[config.mk]
export PLATFORM = sky130hd
export DESIGN_NAME = multicycle_control_fsm
export DESIGN_NICKNAME = d
export VERILOG_FILES = /design/src/rtl/arm_ctrl_pkg.sv /design/src/rtl/alu_decoder.sv /design/src/rtl/multicycle_control_fsm.sv
export SDC_FILE = /design/constraint.sdc
export NUM_CORES = 1
export LEC_CHECK = 0
export BUFFER_PORTS_ARGS = -buffer_cell sky130_fd_sc_hd__clkbuf_2
export CORE_AREA = 8 8 49 51
export DETAILED_ROUTE_END_ITERATION = 7
export DIE_AREA = 0 0 57 59
export SLEW_MARGIN = 20
export SYNTH_ARGS = -nofsm -noshare
export SYNTH_HDL_FRONTEND = slang
export SYNTH_HIERARCHICAL = 1
export SYNTH_SLANG_ARGS = --single-unit
[constraint.sdc]
create_clock -name CLK -period 2.4 [get_ports CLK]
set_clock_uncertainty 0.05 [all_clocks]
set_input_delay 0.72 -clock CLK [delete_from_list [all_inputs] [get_ports CLK]]
set_output_delay 0.72 -clock CLK [all_outputs]
set_load 0.05 [all_outputs]
[src/rtl/arm_ctrl_pkg.sv]
// Shared encodings for the multicycle ARM control unit: FSM states, ALU
// operation codes, data-processing cmd field values and datapath select codes.
package arm_ctrl_pkg;

  typedef enum logic [3:0] {
    S_FETCH  = 4'd0,
    S_DECODE = 4'd1,
    S_MEMADR = 4'd2,
    S_MEMRD  = 4'd3,
    S_MEMWB  = 4'd4,
    S_MEMWR  = 4'd5,
    S_EXECR  = 4'd6,
    S_EXECI  = 4'd7,
    S_ALUWB  = 4'd8,
    S_BRANCH = 4'd9,
    S_HALT   = 4'd10
  } state_t;

  localparam logic [1:0] ALU_ADD = 2'b00;
  localparam logic [1:0] ALU_SUB = 2'b01;
  localparam logic [1:0] ALU_AND = 2'b10;
  localparam logic [1:0] ALU_ORR = 2'b11;

  localparam logic [3:0] CMD_ADD = 4'b0100;
  localparam logic [3:0] CMD_SUB = 4'b0010;
  localparam logic [3:0] CMD_AND = 4'b0000;
  localparam logic [3:0] CMD_ORR = 4'b1100;
  localparam logic [3:0] CMD_CMP = 4'b1010;

  localparam logic [1:0] RES_ALUOUT    = 2'b00;
  localparam logic [1:0] RES_DATA      = 2'b01;
  localparam logic [1:0] RES_ALURESULT = 2'b10;

  localparam logic [1:0] SRCB_RD2  = 2'b00;
  localparam logic [1:0] SRCB_IMM  = 2'b01;
  localparam logic [1:0] SRCB_FOUR = 2'b10;

endpackage

[src/rtl/alu_decoder.sv]
// Combinational ALU decode for data-processing instructions. Only Funct[4:0]
// (cmd and S) matter here; the immediate bit is consumed by the FSM.
module alu_decoder
  import arm_ctrl_pkg::*;
(
  input  logic       ALUOp,
  input  logic [4:0] Funct,
  output logic [1:0] ALUControl,
  output logic [1:0] FlagW,
  output logic       NoWrite
);

  logic known;

  always_comb begin
    ALUControl = ALU_ADD;
    FlagW      = 2'b00;
    NoWrite    = 1'b0;
    known      = 1'b1;
    if (ALUOp) begin
      case (Funct[4:1])
        CMD_ADD: ALUControl = ALU_ADD;
        CMD_SUB: ALUControl = ALU_SUB;
        CMD_AND: ALUControl = ALU_AND;
        CMD_ORR: ALUControl = ALU_ORR;
        CMD_CMP: begin
          ALUControl = ALU_SUB;
          NoWrite    = 1'b1;
        end
        default: begin
          ALUControl = ALU_ADD;
          NoWrite    = 1'b1;
          known      = 1'b0;
        end
      endcase
      // C and V only make sense for arithmetic operations
      if (known)
        FlagW = {Funct[0], Funct[0] & ((ALUControl == ALU_ADD) | (ALUControl == ALU_SUB))};
    end
  end

endmodule

[src/rtl/multicycle_control_fsm.sv]
// Main control unit of the multicycle ARM datapath: sequences each instruction
// through its states and drives raw write requests plus all mux selects.
module multicycle_control_fsm
  import arm_ctrl_pkg::*;
#(
  parameter bit ILLEGAL_HALT = 1'b0
) (
  input  logic       CLK,
  input  logic       Reset,
  input  logic [1:0] Op,
  input  logic [5:0] Funct,
  input  logic [3:0] Rd,
  output logic       PCS,
  output logic       RegW,
  output logic       MemW,
  output logic [1:0] FlagW,
  output logic       NextPC,
  output logic       IRWrite,
  output logic       AdrSrc,
  output logic [1:0] ResultSrc,
  output logic       ALUSrcA,
  output logic [1:0] ALUSrcB,
  output logic [1:0] ImmSrc,
  output logic [1:0] RegSrc,
  output logic [1:0] ALUControl,
  output logic       Halted
);

  state_t state;
  logic   no_write_q;
  logic   alu_op;
  logic   branch;
  logic   dec_no_write;

  alu_decoder u_alu_decoder (
    .ALUOp      (alu_op),
    .Funct      (Funct[4:0]),
    .ALUControl (ALUControl),
    .FlagW      (FlagW),
    .NoWrite    (dec_no_write)
  );

  always_ff @(posedge CLK) begin
    if (Reset) begin
      state      <= S_FETCH;
      no_write_q <= 1'b0;
    end else begin
      case (state)
        S_FETCH:  state <= S_DECODE;
        S_DECODE: begin
          case (Op)
            2'b01:   state <= S_MEMADR;
            2'b00:   state <= Funct[5] ? S_EXECI : S_EXECR;
            2'b10:   state <= S_BRANCH;
            default: state <= ILLEGAL_HALT ? S_HALT : S_FETCH;
          endcase
        end
        S_MEMADR: state <= Funct[0] ? S_MEMRD : S_MEMWR;
        S_MEMRD:  state <= S_MEMWB;
        S_MEMWB:  state <= S_FETCH;
        S_MEMWR:  state <= S_FETCH;
        S_EXECR:  state <= S_ALUWB;
        S_EXECI:  state <= S_ALUWB;
        S_ALUWB:  state <= S_FETCH;
        S_BRANCH: state <= S_FETCH;
        S_HALT:   state <= S_HALT;
        default:  state <= S_FETCH;
      endcase
      // Capture NoWrite while the cmd is decoded so ALUWB can suppress RegW
      if (alu_op)
        no_write_q <= dec_no_write;
    end
  end

  // Reset presents the FETCH selects with every write strobe held low
  always_comb begin
    IRWrite   = 1'b0;
    NextPC    = 1'b0;
    RegW      = 1'b0;
    MemW      = 1'b0;
    AdrSrc    = 1'b0;
    ResultSrc = RES_ALUOUT;
    ALUSrcA   = 1'b0;
    ALUSrcB   = SRCB_RD2;
    Halted    = 1'b0;
    alu_op    = 1'b0;
    branch    = 1'b0;
    case (Reset ? S_FETCH : state)
      S_FETCH: begin
        IRWrite   = ~Reset;
        NextPC    = ~Reset;
        ALUSrcA   = 1'b1;
        ALUSrcB   = SRCB_FOUR;
        ResultSrc = RES_ALURESULT;
      end
      S_DECODE: begin
        ALUSrcA   = 1'b1;
        ALUSrcB   = SRCB_FOUR;
        ResultSrc = RES_ALURESULT;
      end
      S_MEMADR: ALUSrcB = SRCB_IMM;
      S_MEMRD: begin
        AdrSrc    = 1'b1;
        ResultSrc = RES_ALUOUT;
      end
      S_MEMWB: begin
        ResultSrc = RES_DATA;
        RegW      = 1'b1;
      end
      S_MEMWR: begin
        AdrSrc = 1'b1;
        MemW   = 1'b1;
      end
      S_EXECR: begin
        ALUSrcB = SRCB_RD2;
        alu_op  = 1'b1;
      end
      S_EXECI: begin
        ALUSrcB = SRCB_IMM;
        alu_op  = 1'b1;
      end
      S_ALUWB: begin
        ResultSrc = RES_ALUOUT;
        RegW      = ~no_write_q;
      end
      S_BRANCH: begin
        ALUSrcB   = SRCB_IMM;
        ResultSrc = RES_ALURESULT;
        branch    = 1'b1;
      end
      S_HALT:  Halted = 1'b1;
      default: ;
    endcase
  end

  assign PCS    = branch | (RegW & (Rd == 4'hF));
  assign ImmSrc = Op;
  assign RegSrc = {Op == 2'b01, Op == 2'b10};

endmodule

==> impl_metrics.py <==
metrics = {
    "pwr": {
        "ir_drop_mv": 0.229,
        "power_frac_clock": 0.245,
        "power.total_uw": 383,
        "p_comb_frac": 0.493,
        "p_switching_uw": 149,
        "power_density_nw_per_um2": 351,
        "p_int_uw": 234,
        "pwr-share-seq": 0.262,
        "p_leak_nw": 0.448,
        "swShare": 0.390,
    },
    "timing": {
        "setup_ws_ns": -0.0234,
        "relSlewSlack": 0.732,
        "setup_viol": 2,
        "finalSetupTns_ns": -0.0327,
        "tightest_slew_ns": 0.401,
        "max_freq_ghz": 0.413,
        "period_share": 1.01,
        "slew_violations": 0,
        "hold_viol_final": 0,
        "grt_setup_unrepaired": "true",
        "fin_crit_ns": 2.42,
        "whs_ns": 0.434,
    },
    "layout": {
        "drive_gt1_frac": 0.645,
        "stdcell_area_sq_um": 1090,
        "area_growth_pct": 100,
        "layout.nets": 125,
        "fin_util": 0.661,
        "fin_cells": 127,
        "diodes": 0,
    },
    "placement": {
        "port_buffers": 33,
        "place_congestion": 0.793,
        "dp.cells": 122,
        "dpl_worst_slack_ns": -0.0907,
        "hpwl_um": 1470,
        "place_area_sq_um": 1030,
    },
    "floorplan": {
        "dieWidth_um": 57,
        "dieArea_sq_um": 3360,
        "ioPinCount": 34,
        "initial_core_util": 0.330,
        "fp-row-count": 15,
        "die_h_um": 59,
        "core-area_sq_um": 1650,
    },
    "clocking": {
        "ctsHtreeMaxLevel": 1,
        "clk_pin_slew_ns": 0.04,
        "cts.sinks": 5,
        "root_buffer": "clkbuf_4",
        "cts_tree": "done",
        "clockBufferDepth": 2,
        "cts_inserted_buffers": 3,
        "postCtsHoldBufs": 0,
        "worstSkewPairLatency_ns": 0.23,
    },
    "setup_path": {
        "r2r_setup_slack_ns": 1.15,
        "arrival_ns": 1.65,
        "cp.required_ns": 1.63,
        "cp_cell_sequence": "clkbuf_16 -> or3_4 -> o31ai_4 -> buf_12",
        "critPathCaptureType": "output port",
        "cp_slowest_cell": "or3_4",
        "crit_buf_inv": 2,
        "critical_path.max_stage_delay_ns": 0.41,
        "startpoint_type": "primary input",
        "cp_top_family": "simple AND/OR/NAND/NOR gates",
        "path_max_fanout": 5,
        "critPathKind": "primary input to output port",
    },
    "synth": {
        "synth_nets": 85,
        "syn_area_per_cell_sq_um": 7.68,
        "postSynthCellCount": 71,
        "yosysWarnings": 6,
        "yosys_register_bits": 5,
        "synth-async-reset-ratio": 0,
        "synth_edf_count": 0,
        "synth_top_cells_by_area": "dfxtp_1 18%, nand2b_1 10%, buf_4 5.5%, nor2_1 5.5%, o21a_1 4.1%",
        "synth_top_area_frac": 0.183,
        "yosysSeqAreaShare": 0.183,
        "syn_area_sq_um": 546,
        "synth_top_cell_by_area": "dfxtp_1",
        "synth_flop_cell": "dfxtp_1",
        "ys_types": 33,
    },
    "global_routing": {
        "antenna_found_initial": 0,
        "track_usage": 0.101,
        "grt_pass1_wl_um": 2870,
        "first_global_vias": 694,
        "grt_remaining_overflow": 0,
        "grt_max_degree": 13,
    },
    "routing": {
        "routedWlPerCell_um": 12.9,
        "via_per_inst": 5.14,
        "detail_route.iter0.violations": 6,
        "num_vias": 653,
        "wirelength_um": 1630,
        "drc_errors": 0,
        "drt_pass1_iterations": 3,
        "final_antenna_net_count": 0,
    },
    "flow_run": {
        "cap_viol_max_count": 0,
    },
    "worst_hold_path": {
        "hold_class": "flop to flop",
    },
    "outcome": {
        "status": "finished with violations",
        "violations": "negative setup slack",
    },
}
-- cell type report --
cell class | count | area (sq um)
Sequential cell | 5 | 104
Fill cell | 133 | 559
Clock buffer | 4 | 26.3
Tap cell | 17 | 21.3
Multi-Input combinational cell | 56 | 519
Inverter | 1 | 3.75
Timing Repair Buffer | 44 | 418
-- power groups by stage --
stage	combinational [mW]	clock, mW	sequential [mW]
2_1_floorplan	0.136	0	0.0924
3_3_place_gp	0.183	0	0.101
3_5_place_dp	0.185	0	0.101
4_1_cts	0.189	0.0981	0.100
5_1_grt	0.201	0.101	0.102
6_report	0.189	0.0939	0.100
-- layer usage --
layer | part of all wire | wire length (um) | vias up | GRT usage
li1 | - | - | 330 | -
met1 | 0.39 | 637 | 302 | 0.103
met2 | 0.53 | 870 | 19 | 0.188
met3 | 0.074 | 121 | 2 | 0.0343
met4 | 0.0024 | 4 | 0 | 0.0302
met5 | 0 | 0 | - | 0
-- cell families after synthesis --
family / synth area share
XOR/XNOR: 0.0482
AO/OA/AOI/OAI: 0.225
AND/OR/NAND/NOR: 0.408
flip-flops: 0.183
multiplexers: 0.0206
buffers and inverters: 0.115
-- cells in the mapped netlist, types with 2 or more instances --
master / number
a21oi_1: 3
clkbuf_1: 2
dfxtp_1: 5
nand3b_1: 2
buf_2: 2
nor2_1: 8
o21bai_1: 2
o21a_1: 3
o21ai_0: 2
nor3_1: 4
a211oi_1: 2
nor4b_1: 2
xor2_1: 2
buf_4: 4
nor2b_1: 2
nand2b_1: 9
-- worst reg2reg max path: cells and delay by family, from the launching register on --
| family | cells | cell delay, ns |
|---|---|---|
| AOI/OAI and AO/OA | 2 | 0.23 |
| buffers and inverters | 1 | 0.12 |
| and+or+nand+nor | 3 | 0.41 |
| DFF | 1 | 0.36 |
-- worst paths after layout --
check	depth (start not counted)	to	start
worst max-delay path	4	PCS	Reset
worst min-delay path	2	no_write_q	no_write_q
worst max register to register	6	no_write_q	state[3]
worst min register to register	2	no_write_q	no_write_q
-- timing repair --
item | 4_1_cts | 5_1_grt
endpoints found under the setup margin | 9 | 8
pin swaps | 4 | 1
gates resized for setup | 5 | 3
setup buffers | 0 | 1
-- sequential cells by signal, indices dropped and copies added (netlist names) --
register and cells:
no_write_q 1, state 4
-- layout by cell type, fill, tap and decap left out, drive strengths merged --
master	instances
o21ai	2
o32a	2
nand2b	10
dfxtp	5
clkbuf	26
nor4b	2
nand4	1
xnor2	1
or3b	1
or2	1
or4b	1
a211oi	2
nor2b	2
nor3b	1
nand4b	1
mux2	1
o21bai	2
o32ai	1
inv	1
buf	22
o31ai	1
xor2	2
nor3	4
a22oi	1
nor2	8
o21a	3
nand3b	2
or3	1
a21oi	3
No activity file was read; power rests on OpenSTA's default activity.
